## src/rtl/fpu_issue_sched_if.sv

```systemverilog
// Dispatch-to-scheduler bundle: issue request and handshake, flush, FPU start and writeback tag.
interface fpu_issue_sched_if;
    logic       flush;
    logic       issue_valid;
    logic       issue_ready;
    logic [2:0] issue_cls;
    logic [4:0] issue_rd;
    logic       issue_rd_f;
    logic [4:0] issue_rs1;
    logic       issue_rs1_f;
    logic       issue_rs1_en;
    logic [4:0] issue_rs2;
    logic       issue_rs2_f;
    logic       issue_rs2_en;
    logic       fpu_enabled;
    logic [2:0] fpu_cls;
    logic       wb_valid;
    logic [4:0] wb_rd;
    logic       wb_rd_f;
    logic       busy;

    modport master (
        output flush, issue_valid, issue_cls, issue_rd, issue_rd_f,
               issue_rs1, issue_rs1_f, issue_rs1_en, issue_rs2, issue_rs2_f, issue_rs2_en,
        input  issue_ready, fpu_enabled, fpu_cls, wb_valid, wb_rd, wb_rd_f, busy
    );

    modport slave (
        input  flush, issue_valid, issue_cls, issue_rd, issue_rd_f,
               issue_rs1, issue_rs1_f, issue_rs1_en, issue_rs2, issue_rs2_f, issue_rs2_en,
        output issue_ready, fpu_enabled, fpu_cls, wb_valid, wb_rd, wb_rd_f, busy
    );
endinterface

```

## src/rtl/fpu_issue_sched.sv

```systemverilog
// In-order FPU issue scheduler: hazard scoreboard, div/sqrt occupancy and writeback-slot reservation.
// Start pulse one cycle after accept, writeback L cycles after accept; issue_ready stalls dispatch combinationally.
module fpu_issue_sched #(
    parameter int LAT_MISC = 1,
    parameter int LAT_ADD  = 3,
    parameter int LAT_MUL  = 3,
    parameter int LAT_DIV  = 10,
    parameter int LAT_SQRT = 10,
    parameter int MAXLAT   = 16
) (
    input  logic              clk,
    input  logic              rst,
    fpu_issue_sched_if.slave  bus
);
    localparam int LW = $clog2(MAXLAT + 1);

    // Slot k holds the op writing back k cycles from now; slot 0 is the live writeback tag.
    logic [MAXLAT:0]       r_vld;
    logic [MAXLAT:0][4:0]  r_rd;
    logic [MAXLAT:0]       r_rdf;
    logic [63:0]           r_pend;
    logic [LW-1:0]         r_div_cnt;
    logic                  r_fpu_en;
    logic [2:0]            r_fpu_cls;

    logic [2:0]    w_cls;
    logic [LW-1:0] w_lat;
    logic          w_is_div;
    logic [5:0]    w_wb_idx;
    logic [5:0]    w_rs1_idx;
    logic [5:0]    w_rs2_idx;
    logic [5:0]    w_rd_idx;
    logic          w_rs1_ok;
    logic          w_rs2_ok;
    logic          w_rd_ok;
    logic          w_slot_free;
    logic          w_div_free;
    logic          w_ready;
    logic          w_accept;
    logic [63:0]   w_pend_nxt;

    always_comb begin
        w_cls = (bus.issue_cls > 3'd4) ? 3'd0 : bus.issue_cls;
        case (w_cls)
            3'd1:    w_lat = LW'(LAT_ADD);
            3'd2:    w_lat = LW'(LAT_MUL);
            3'd3:    w_lat = LW'(LAT_DIV);
            3'd4:    w_lat = LW'(LAT_SQRT);
            default: w_lat = LW'(LAT_MISC);
        endcase
    end

    assign w_is_div  = (w_cls == 3'd3) || (w_cls == 3'd4);
    assign w_wb_idx  = {r_rdf[0], r_rd[0]};
    assign w_rs1_idx = {bus.issue_rs1_f, bus.issue_rs1};
    assign w_rs2_idx = {bus.issue_rs2_f, bus.issue_rs2};
    assign w_rd_idx  = {bus.issue_rd_f, bus.issue_rd};

    // A register being written back this cycle counts as available (bypass).
    assign w_rs1_ok    = !bus.issue_rs1_en || !r_pend[w_rs1_idx] || (r_vld[0] && (w_wb_idx == w_rs1_idx));
    assign w_rs2_ok    = !bus.issue_rs2_en || !r_pend[w_rs2_idx] || (r_vld[0] && (w_wb_idx == w_rs2_idx));
    assign w_rd_ok     = !r_pend[w_rd_idx] || (r_vld[0] && (w_wb_idx == w_rd_idx));
    assign w_slot_free = !r_vld[w_lat];
    assign w_div_free  = !w_is_div || (r_div_cnt == '0);
    assign w_ready     = !bus.flush && w_rs1_ok && w_rs2_ok && w_rd_ok && w_slot_free && w_div_free;
    assign w_accept    = bus.issue_valid && w_ready;

    // Set after clear so a WAW re-issue on the writeback cycle stays pending.
    always_comb begin
        w_pend_nxt = r_pend;
        if (r_vld[0])
            w_pend_nxt[w_wb_idx] = 1'b0;
        if (w_accept && (bus.issue_rd_f || (bus.issue_rd != 5'd0)))
            w_pend_nxt[w_rd_idx] = 1'b1;
    end

    always_ff @(posedge clk or posedge rst) begin
        if (rst) begin
            r_vld <= '0;
            r_rd  <= '0;
            r_rdf <= '0;
        end else if (bus.flush) begin
            r_vld <= '0;
        end else begin
            for (int k = 0; k < MAXLAT; k++) begin
                if (w_accept && (w_lat == LW'(k + 1))) begin
                    r_vld[k] <= 1'b1;
                    r_rd[k]  <= bus.issue_rd;
                    r_rdf[k] <= bus.issue_rd_f;
                end else begin
                    r_vld[k] <= r_vld[k+1];
                    r_rd[k]  <= r_rd[k+1];
                    r_rdf[k] <= r_rdf[k+1];
                end
            end
            r_vld[MAXLAT] <= 1'b0;
        end
    end

    always_ff @(posedge clk or posedge rst) begin
        if (rst) begin
            r_pend    <= '0;
            r_div_cnt <= '0;
        end else if (bus.flush) begin
            r_pend    <= '0;
            r_div_cnt <= '0;
        end else begin
            r_pend <= w_pend_nxt;
            if (w_accept && w_is_div)
                r_div_cnt <= w_lat - LW'(1);
            else if (r_div_cnt != '0)
                r_div_cnt <= r_div_cnt - LW'(1);
        end
    end

    always_ff @(posedge clk or posedge rst) begin
        if (rst) begin
            r_fpu_en  <= 1'b0;
            r_fpu_cls <= 3'd0;
        end else begin
            r_fpu_en  <= w_accept;
            r_fpu_cls <= w_accept ? w_cls : 3'd0;
        end
    end

    assign bus.issue_ready = w_ready;
    assign bus.fpu_enabled = r_fpu_en;
    assign bus.fpu_cls     = r_fpu_cls;
    assign bus.wb_valid    = r_vld[0];
    assign bus.wb_rd       = r_rd[0];
    assign bus.wb_rd_f     = r_rdf[0];
    assign bus.busy        = (|r_vld[MAXLAT:1]) || (r_div_cnt != '0);
endmodule
```

## src/flat_wrapper.sv

```systemverilog
// flat-port wrapper written by rule: the top's interface ports become plain ports
module fpu_issue_sched_flat 
#(
    parameter int LAT_MISC = 1,
    parameter int LAT_ADD  = 3,
    parameter int LAT_MUL  = 3,
    parameter int LAT_DIV  = 10,
    parameter int LAT_SQRT = 10,
    parameter int MAXLAT   = 16
)
  (clk, rst, bus_flush, bus_issue_valid, bus_issue_cls, bus_issue_rd, bus_issue_rd_f, bus_issue_rs1, bus_issue_rs1_f, bus_issue_rs1_en, bus_issue_rs2, bus_issue_rs2_f, bus_issue_rs2_en, bus_issue_ready, bus_fpu_enabled, bus_fpu_cls, bus_wb_valid, bus_wb_rd, bus_wb_rd_f, bus_busy);
  fpu_issue_sched_if bus_i ();
  input  logic clk;
  input  logic rst;
  input wire logic [$bits(bus_i.flush)-1:0] bus_flush;
  input wire logic [$bits(bus_i.issue_valid)-1:0] bus_issue_valid;
  input wire logic [$bits(bus_i.issue_cls)-1:0] bus_issue_cls;
  input wire logic [$bits(bus_i.issue_rd)-1:0] bus_issue_rd;
  input wire logic [$bits(bus_i.issue_rd_f)-1:0] bus_issue_rd_f;
  input wire logic [$bits(bus_i.issue_rs1)-1:0] bus_issue_rs1;
  input wire logic [$bits(bus_i.issue_rs1_f)-1:0] bus_issue_rs1_f;
  input wire logic [$bits(bus_i.issue_rs1_en)-1:0] bus_issue_rs1_en;
  input wire logic [$bits(bus_i.issue_rs2)-1:0] bus_issue_rs2;
  input wire logic [$bits(bus_i.issue_rs2_f)-1:0] bus_issue_rs2_f;
  input wire logic [$bits(bus_i.issue_rs2_en)-1:0] bus_issue_rs2_en;
  output wire logic [$bits(bus_i.issue_ready)-1:0] bus_issue_ready;
  output wire logic [$bits(bus_i.fpu_enabled)-1:0] bus_fpu_enabled;
  output wire logic [$bits(bus_i.fpu_cls)-1:0] bus_fpu_cls;
  output wire logic [$bits(bus_i.wb_valid)-1:0] bus_wb_valid;
  output wire logic [$bits(bus_i.wb_rd)-1:0] bus_wb_rd;
  output wire logic [$bits(bus_i.wb_rd_f)-1:0] bus_wb_rd_f;
  output wire logic [$bits(bus_i.busy)-1:0] bus_busy;
  assign bus_i.flush = bus_flush;
  assign bus_i.issue_valid = bus_issue_valid;
  assign bus_i.issue_cls = bus_issue_cls;
  assign bus_i.issue_rd = bus_issue_rd;
  assign bus_i.issue_rd_f = bus_issue_rd_f;
  assign bus_i.issue_rs1 = bus_issue_rs1;
  assign bus_i.issue_rs1_f = bus_issue_rs1_f;
  assign bus_i.issue_rs1_en = bus_issue_rs1_en;
  assign bus_i.issue_rs2 = bus_issue_rs2;
  assign bus_i.issue_rs2_f = bus_issue_rs2_f;
  assign bus_i.issue_rs2_en = bus_issue_rs2_en;
  assign bus_issue_ready = bus_i.issue_ready;
  assign bus_fpu_enabled = bus_i.fpu_enabled;
  assign bus_fpu_cls = bus_i.fpu_cls;
  assign bus_wb_valid = bus_i.wb_valid;
  assign bus_wb_rd = bus_i.wb_rd;
  assign bus_wb_rd_f = bus_i.wb_rd_f;
  assign bus_busy = bus_i.busy;
  fpu_issue_sched #(.LAT_MISC(LAT_MISC), .LAT_ADD(LAT_ADD), .LAT_MUL(LAT_MUL), .LAT_DIV(LAT_DIV), .LAT_SQRT(LAT_SQRT), .MAXLAT(MAXLAT)) u_core (.clk(clk), .rst(rst), .bus(bus_i));
endmodule
```

## config.mk

```make
export PLATFORM = sky130hd
export DESIGN_NAME = fpu_issue_sched_flat
export DESIGN_NICKNAME = d
export VERILOG_FILES = /design/src/rtl/fpu_issue_sched_if.sv /design/src/rtl/fpu_issue_sched.sv /design/src/flat_wrapper.sv
export SDC_FILE = /design/constraint.sdc
export NUM_CORES = 1
export LEC_CHECK = 0
export ABC_AREA = 1
export BUFFER_PORTS_ARGS = -buffer_cell sky130_fd_sc_hd__buf_4
export CORE_UTILIZATION = 50
export DETAILED_ROUTE_END_ITERATION = 12
export GPL_TIMING_DRIVEN = 1
export PLACE_DENSITY = 0.77
export SYNTH_ARGS = -nofsm -noshare
export SYNTH_HDL_FRONTEND = slang
export SYNTH_SLANG_ARGS = --single-unit
```

## constraint.sdc

```tcl
create_clock -name clk -period 10.55 [get_ports clk]
set_input_delay 1.055 -clock clk [delete_from_list [all_inputs] [get_ports clk]]
set_output_delay 1.055 -clock clk [all_outputs]
set_load 0.05 [all_outputs]
```

==> results.md, run 1 <==
GRT:
- Entering global routing, the biggest net connects 106 pins.
- The first global-routing pass estimated 51,330 um of wire.
- The initial antenna violation count came to 0.
- The all-layer global routing usage is 33.38%.
- The via count of the first global-routing pass is 9,419.
- The global route total overflow is 0.

Worst setup path:
- The class of the most critical setup path is input pin to flop.
- At the worst endpoint, the arrival time is 5420 ps.
- The slowest cell on the critical path is sky130_fd_sc_hd__nand2_2.
- The data required time at the worst endpoint is 10,910 ps.
- The most numerous cell type found on the critical path is sky130_fd_sc_hd__nand2_1.
- The largest incremental delay on the critical path is 1010 ps.
- The worst setup path is launched from an input pin.
- The worst setup path is captured at a flop.
- Of all nets on the critical path, the largest fanout is 62.
- Walking the worst path, the cells encountered are buf_4 -> inv_2 -> nand2_1 -> nand2_1 -> nand2_1 -> nand2_1 -> nand2_1 -> nand2_1 -> nand2_1 -> nand2_1 -> nor2_1 -> nand2_1 -> a21oi_1 -> nand3_2 -> nor2_4 -> nand2_2 -> nand2_1 -> nand2_1 -> nor2_1.

Floorplanning:
- The number of placement rows is 50.
- The die span in y is 141.6 um.
- The width of the die is 141.6 um.
- The die covers 20,050 sq um.
- Once the floorplan was initialized, standard cells occupied 51.58% of the core.
- The boundary pin count is 40.
- The area of the core is 18,890 sq um.

Job:
- Across the run, the number of max-cap violations was 0.

STA:
- Setup repair after global routing left no endpoint under its margin.
- Static timing analysis puts the maximum clock frequency at 0.1976 GHz.
- At the pin with the least slew margin, the transition time is 1308 ps.
- The total negative slack is 0 ps.
- On the final layout, the worst clock skew is 17.02 ps.
- Measured against its own limit, the worst slew margin works out to 12.49%.
- The setup slack after layout is 5488 ps.
- The setup violation total in the final timing report is 0.
- The post-route minimum period is 5062 ps.
- Of the available clock period, the critical path in the final layout requires 47.98%.
- The count of final max-slew check failures is 0.
- The number of failing hold endpoints at the final stage is 0.

Finish:
- The final instance area is 10,670 sq um.
- The number of nets in the final layout is 1,522.
- At the end of the flow the core is filled with cells to 56.45%.
- The share of final-layout standard cells stronger than drive strength 1 is 6.238%.
- The number of antenna diodes in the final layout is 0.
- Relative to the synthesized area, the layout overhead comes to 9.450%.
- After the flow finishes, the layout carries non-filler instances totaling 1,767.
- The number of fill cells in the layout is 1,853.

Yosys:
- For this run, the register share of the synthesized area comes to 38.52%.
- Of all cell types, the one taking the most synthesized area is sky130_fd_sc_hd__dfrtp_1.
- After synthesis, the share of flip-flops with an asynchronous set or reset is 100.0%.
- In this run the mean area of a mapped cell was 6.428 sq um.
- Yosys instantiated no cell more often than sky130_fd_sc_hd__nand2_1.
- The number of distinct library cells after synthesis is 35.
- During synthesis, Yosys emitted a total of 6 warnings.
- The number of enable-type register cells in the synthesized netlist is 0.
- Summed over its instances, the top area cell type makes up 38.52% of the synthesized netlist area.
- The commonest cells after synthesis are sky130_fd_sc_hd__nand2_1 (606), sky130_fd_sc_hd__nand3_1 (206), sky130_fd_sc_hd__dfrtp_1 (150), sky130_fd_sc_hd__inv_1 (117), sky130_fd_sc_hd__nor2_1 (94).
- The synthesized design contains 150 register bits.
- Counting every net in the synthesized netlist gives 1,544.
- Synthesis produced 1,516 cells.
- The cell area after synthesis is 9744 sq um.
- The most used flip-flop cell after synthesis is sky130_fd_sc_hd__dfrtp_1.
- Yosys attributes the largest share of cell area to sky130_fd_sc_hd__dfrtp_1 (39%), sky130_fd_sc_hd__nand2_1 (23%), sky130_fd_sc_hd__nand3_1 (11%), sky130_fd_sc_hd__inv_1 (4.5%), sky130_fd_sc_hd__o21ai_0 (4.3%).

Placement:
- The number of port buffers is 39.
- The global placer's final weighted congestion is 0.9953.
- The area after detailed placement is 10,040 sq um.
- Timing analysis after detailed placement gives a worst setup slack of 5252 ps.
- The placed wire-length estimate after detailed placement is 19,920 um.
- The number of placed instances, taps included, is 1,735.

Power:
- In this run the static leakage power is 5.460 nW.
- The worst-case IR drop observed on VDD is 0.1328 mV.
- The total power divided by cell area is 155.5 nW/um^2.

Clock network:
- The clock tree synthesis step divided the H-tree into 4 levels.
- Hold repair after CTS inserted 0 buffers.
- TritonCTS built the clock tree.
- Post-CTS timing repair inserted 0 buffers for setup.
- The number of sinks on the clock net is 150.
- The tree is rooted in a sky130_fd_sc_hd__clkbuf_16.
- The clock slew seen by the registers of the worst setup and hold paths is 70 ps.
- Clock tree synthesis inserted a total of 17 buffers.
- The number of gates given a new drive strength after cts is 0.
- The maximum clock insertion buffer count is 2.
- At the later pin of the worst-skew pair, clock insertion delay measures 450 ps.

Route:
- The iteration-0 DRC count of the detailed router is 1,400.
- In this run the remaining antenna-violating nets after routing total 0.
- The first detailed-routing pass took 6 iterations.
- After detailed routing, the number of remaining DRC violations is 0.
- The routed length per instance is 18.22 um.
- The routed layout has 10,350 vias.
- The detailed-route wire length is 32,190 um.
- The number of vias per cell is 5.855.

Worst hold path:
- The class of the worst hold path is flop to flop.

Run status:
- The run finished with clean final reports.
## power by group
part | internal [mW] | total, mW | leakage (nW) | switching, mW
combinational | 0.111 | 0.356 | 3.11 | 0.245
sequential | 0.616 | 0.663 | 2.05 | 0.0470
clock | 0.324 | 0.639 | 0.301 | 0.315
total | 1.05 | 1.66 | 5.46 | 0.607
## worst paths after layout
| path | startpoint | end | slack (ps) | depth (start not counted) |
|---|---|---|---|---|
| worst max-delay path | bus_issue_rd[0] | u_core.r_pend[24] | 5490 | 19 |
| worst min-delay path | u_core.r_rd[46] | u_core.r_rd[41] | 470 | 2 |
| worst max register to register | u_core.r_div_cnt[0] | u_core.r_pend[24] | 6410 | 14 |
| worst min register to register | u_core.r_rd[46] | u_core.r_rd[41] | 470 | 2 |
| max in group asynchronous | rst | u_core.r_pend[61] | 8500 | 3 |
| min in group asynchronous | rst | u_core.r_pend[9] | 850 | 2 |
## cell families after synthesis
| family | synth area share (%) |
|---|---|
| AO/OA/AOI/OAI | 11.79 |
| XOR/XNOR | 0.3596 |
| adder cells (fa/ha/maj) | 0.1284 |
| buffers and inverters | 9.001 |
| flip-flops | 38.52 |
| other | 0.03848 |
| AND/OR/NAND/NOR | 40.16 |
## cells in the final DEF (no fill, tap or decap), types with 2 or more instances in the layout
cell                        synthesis  final
sky130_fd_sc_hd__nand2_1          606    604
sky130_fd_sc_hd__nand3_1          206    206
sky130_fd_sc_hd__dfrtp_1          150    150
sky130_fd_sc_hd__inv_1            117    115
sky130_fd_sc_hd__nor2_1            94     93
sky130_fd_sc_hd__o21ai_0           84     84
sky130_fd_sc_hd__a21boi_0          50     50
sky130_fd_sc_hd__buf_4             12     49
sky130_fd_sc_hd__a21oi_1           41     41
sky130_fd_sc_hd__nor3_1            37     34
sky130_fd_sc_hd__clkbuf_16          0     17
sky130_fd_sc_hd__o22ai_1            8      8
sky130_fd_sc_hd__clkinv_8           0      7
sky130_fd_sc_hd__o21ai_1            5      5
sky130_fd_sc_hd__inv_8              0      5
sky130_fd_sc_hd__nand4_1            4      4
sky130_fd_sc_hd__nor3_2             1      4
sky130_fd_sc_hd__inv_2              2      3
sky130_fd_sc_hd__xnor2_1            2      2
sky130_fd_sc_hd__xor2_1             2      2
sky130_fd_sc_hd__o2111ai_1          2      2
sky130_fd_sc_hd__o21a_1             2      2
sky130_fd_sc_hd__nor4_1             2      2
sky130_fd_sc_hd__nand2_2            0      2
sky130_fd_sc_hd__inv_6              0      2
sky130_fd_sc_hd__clkinv_4           0      2
## layout make-up
cell class | instances | area (sq um) | area share (%)
repair buffers | 49 | 367.9 | 3.449
inverters | 120 | 455.4 | 4.270
well taps | 260 | 325.3 | 3.050
clock inverters | 15 | 196.4 | 1.842
flip-flops and latches | 150 | 3754 | 35.19
clock buffers | 17 | 425.4 | 3.989
multi-input cells | 1156 | 5141 | 48.21
## sequential cells by signal, indices dropped and copies added, names as in the netlist
| name | count |
|---|---|
| u_core.bus.wb_rd | 5 |
| u_core.r_div_cnt | 5 |
| u_core.r_pend | 64 |
| u_core.r_rdf | 10 |
| u_core.r_vld | 11 |
| u_core.bus.fpu_enabled | 1 |
| u_core.bus.wb_rd_f | 1 |
| u_core.bus.fpu_cls | 3 |
| u_core.r_rd | 50 |
## metal layers
metal	global-route usage [%]	wire length [um]	vias up
li1	-	-	4809
met1	42.98	12220	4710
met2	49.99	14300	686
met3	10.16	4036	141
met4	18.73	1631	0
met5	0	0	-
## per-stage QoR
stage / hold WS, ps / power [mW]
3_3_place_gp: 447.4 / 1.009
4_1_cts: 471.5 / 1.653
6_report: 469.2 / 1.658
5_1_grt: 486.0 / 1.731
2_1_floorplan: 436.1 / 0.9247
3_5_place_dp: 452.4 / 1.018
## worst max-delay path: cells and delay by family
family	cells	cell delay, ps
AO/OA/AOI/OAI	1	180
buffers and inverters	2	870
AND/OR/NAND/NOR	16	3220
Power figures use the tool's default switching activity.
==> run 2: changes to the inputs <==
PLACE_DENSITY = 0.79   (was 0.77)
clock period = 4.6 ns   (was 10.55 ns; I/O delays follow)
==> results.md, run 2 (synthesis gave the netlist of run 1 again) <==
GRT:
- Entering global routing, the biggest net connects 88 pins.
- After global routing the overflow that remains totals 0.
- The initial antenna violation count is 0.
- Global routing used 34.16% of the available tracks across all layers.
- The global-route wire length before repair is 52,660 um.
- The via count of the first global-routing pass came to 9,705.

Job:
- The count of max-cap constraint violations is 0.

Placement:
- Once detailed placement completed, the half-perimeter wirelength came to 21,030 um.
- The congestion estimate from routability-driven global placement came to 1.001.
- In this run the tool buffered the top-level ports with 39 buffer cells.

Floorplanning:
- From bottom edge to top edge, the die measures 141.6 um.
- The core region is 18,890 sq um.
- The floorplan step defined a die boundary enclosing 20,050 sq um.
- From left edge to right edge, the die measures 141.6 um.
- The boundary pin count is 40.
- The effective utilization at floorplan is 51.58%.
- The initialized floorplan defines 50 standard-cell rows.

Route:
- The via count is 10,290.
- In this run, the number of DRC markers left after iteration 0 of detailed routing was 1,315.
- Summed over all layers, the routed wires come to 32,600 um.
- For this run, design rule violations remaining after detail routing come to 0.
- The number of search-and-repair iterations in the first detailed-routing pass is 6.
- After detailed routing, the number of vias per cell comes to 5.776.
- The count of nets left with antenna violations once routing finished came out at 0.
- The routed length per instance is 18.30 um.

STA:
- The number of failing hold endpoints at the final stage is 0.
- Setup violations remaining at the end of the flow were counted as 0.
- The post-route minimum period is 3170 ps.
- The post-route clock period utilization is 68.91%.
- The count of final max-slew check failures is 0.
- For this run, the top clock speed supported by timing is 0.3155 GHz.
- The largest clock skew in the final design is 7.339 ps.
- The worst pin sits at a relative slew slack of 14.26%.
- The transition at the pin with the smallest max-transition slack is 1276 ps.
- Setup repair after global routing left no endpoint under its margin.
- After routing, the total negative slack on setup checks comes to 0 ps.

Finish:
- The register ranked first by flip-flop count is u_core.r_pend.
- In the layout the commonest cells are sky130_fd_sc_hd__nand2_1 (604), sky130_fd_sc_hd__nand3_1 (206), sky130_fd_sc_hd__dfrtp_1 (150), sky130_fd_sc_hd__inv_1 (115), sky130_fd_sc_hd__nor2_1 (93).
- For this run, the post-layout net count is 1,536.
- The share of final-layout standard cells stronger than drive strength 1 is 6.969%.
- The antenna cell count is 0.
- The area growth from synthesis to layout is 10.22%.
- The largest registers in the layout are u_core.r_pend: 64 flops, u_core.r_rd: 50 flops, u_core.r_vld: 11 flops.
- Leaving out fill and tap cells, the most frequent cell in the layout is sky130_fd_sc_hd__nand2_1.
- The register with the most flip-flops in the layout has 64 of them.

Clock network:
- The number of gates given a new drive strength after cts is 0.
- In this run, CTS created clock tree buffers numbering 17.
- The root buffer cell chosen for the clock tree is sky130_fd_sc_hd__clkbuf_16.
- In this run the post-CTS setup repair buffer count came out at 0.
- The H-tree depth reported by CTS is 4.
- The clock net in this run drives a total of 150 sinks.
- No sink is reached through more buffers than the 2 on the longest clock path.
- The clock slew seen by the registers of the worst setup and hold paths is 80 ps.
- TritonCTS built the clock tree.
- The clock reaches the later pin of the worst-skew pair after 440 ps.
- After clock tree synthesis, the flow added hold-fix buffers numbering 0.

Power:
- The total power draw is 3.792 mW.
- The worst IR drop on VDD is 0.3029 mV.
- The internal power contribution is 2.409 mW.
- The share of total power dissipated in combinational logic is 22.1%.
- In this run the static leakage power is 5.517 nW.
- The clock share of power is 37.8%.
- The portion of total power attributed to sequential cells is 40.0%.
- The analysis attributes to net switching a power of 1.382 mW.
- The total power divided by cell area is 353.1 nW/um^2.
- Of the total power, the share spent switching nets is 36.46%.

Run status:
- The flow ran to the end, and the final reports show no timing, DRC or antenna violations.

Worst setup path:
- The worst path arrival time is 2710 ps.
- The combined buffer and inverter count along the critical path is 4.
- The launching element type of the critical path is an input pin.
- For this run, the slowest stage of the critical path takes 380 ps.
- The cell family contributing the most delay on the critical path is buffers and inverters.
- Along the worst path, the maximum fanout reaches 35.
- Among all stages on the critical path, the largest delay is contributed by sky130_fd_sc_hd__buf_4.
- Traced cell by cell, the critical path runs through buf_4 -> inv_2 -> nand2_1 -> nand2_1 -> nand2_1 -> nand2_1 -> nand2_1 -> nand2_1 -> nand2_1 -> nand2_1 -> nor2_1 -> nand2_1 -> a21oi_1 -> nand3_2 -> inv_1 -> buf_4.
- STA puts the critical path data required time at 4140 ps.
- The class of the most critical setup path is input pin to primary output.
- Counting stages on the worst path, the most repeated cell is sky130_fd_sc_hd__nand2_1.
- STA classifies the critical path endpoint as a primary output.

Worst hold path:
- The class of the worst hold path is input pin to async pin.
[run 2: worst register-to-register path, delay by kind of cell, from the launching register on]
family                   cells  cell delay, ps
AO/OA/AOI/OAI                2             420
adder cells (fa/ha/maj)      1             170
buffers and inverters        3             610
flip-flops                   1             410
AND/OR/NAND/NOR              8            1240
[run 2: cell type report]
cell class / instances / area (sq um)
clock inverter: 15 / 176.4
timing repair buffer: 63 / 473.0
clock buffer: 17 / 425.4
tap: 260 / 325.3
sequential: 150 / 3754
inverter: 120 / 455.4
multi-input combinational: 1156 / 5131
fill: 1852 / 8153
[run 2: stage by stage]
| step | hold slack [ps] | setup slack, ps | utilization [%] | area, sq um | cells |
|---|---|---|---|---|---|
| after floorplan | 436.1 | 103.6 | - | 9744 | 1516 |
| after global placement | 449.2 | 1224 | 53.66 | 10140 | 1749 |
| after detailed placement | 452.5 | 1195 | 53.66 | 10140 | 1749 |
| after CTS | 214.2 | 1508 | 56.85 | 10740 | 1781 |
| after global routing | 219.6 | 1181 | 56.85 | 10740 | 1781 |
| final | 174.2 | 1430 | 56.85 | 10740 | 1781 |
[run 2: routing by layer]
metal  GRT usage [%]  share of wire (%)  vias up
met3           8.269                 10      100
met5               0                  0        -
met4           17.77                3.6        0
li1                -                  -     4834
met1           45.48                 42     4766
met2           51.62                 45      587
[run 2: worst paths after layout]
kind	cells past startpoint	start	end	slack, ps
max	16	bus_issue_rd[0]	bus_issue_ready	1430
min	2	rst	u_core.r_pend[8]	170
max reg2reg	14	u_core.r_div_cnt[0]	u_core.r_pend[21]	1610
min reg2reg	2	u_core.r_rd[52]	u_core.r_rd[52]	470
max in group asynchronous	3	rst	u_core.bus.wb_rd[0]	3440
min in group clk	2	bus_issue_cls[2]	u_core.bus.fpu_cls[1]	220
[run 2: power by group through the flow]
stage	Clock (mW)	Combinational (mW)	Sequential, mW
finish	1.43	0.840	1.52
global route	1.49	0.937	1.53
CTS	1.44	0.823	1.51
detailed placement	0	0.818	1.54
global placement	0	0.802	1.54
floorplan	0	0.620	1.50
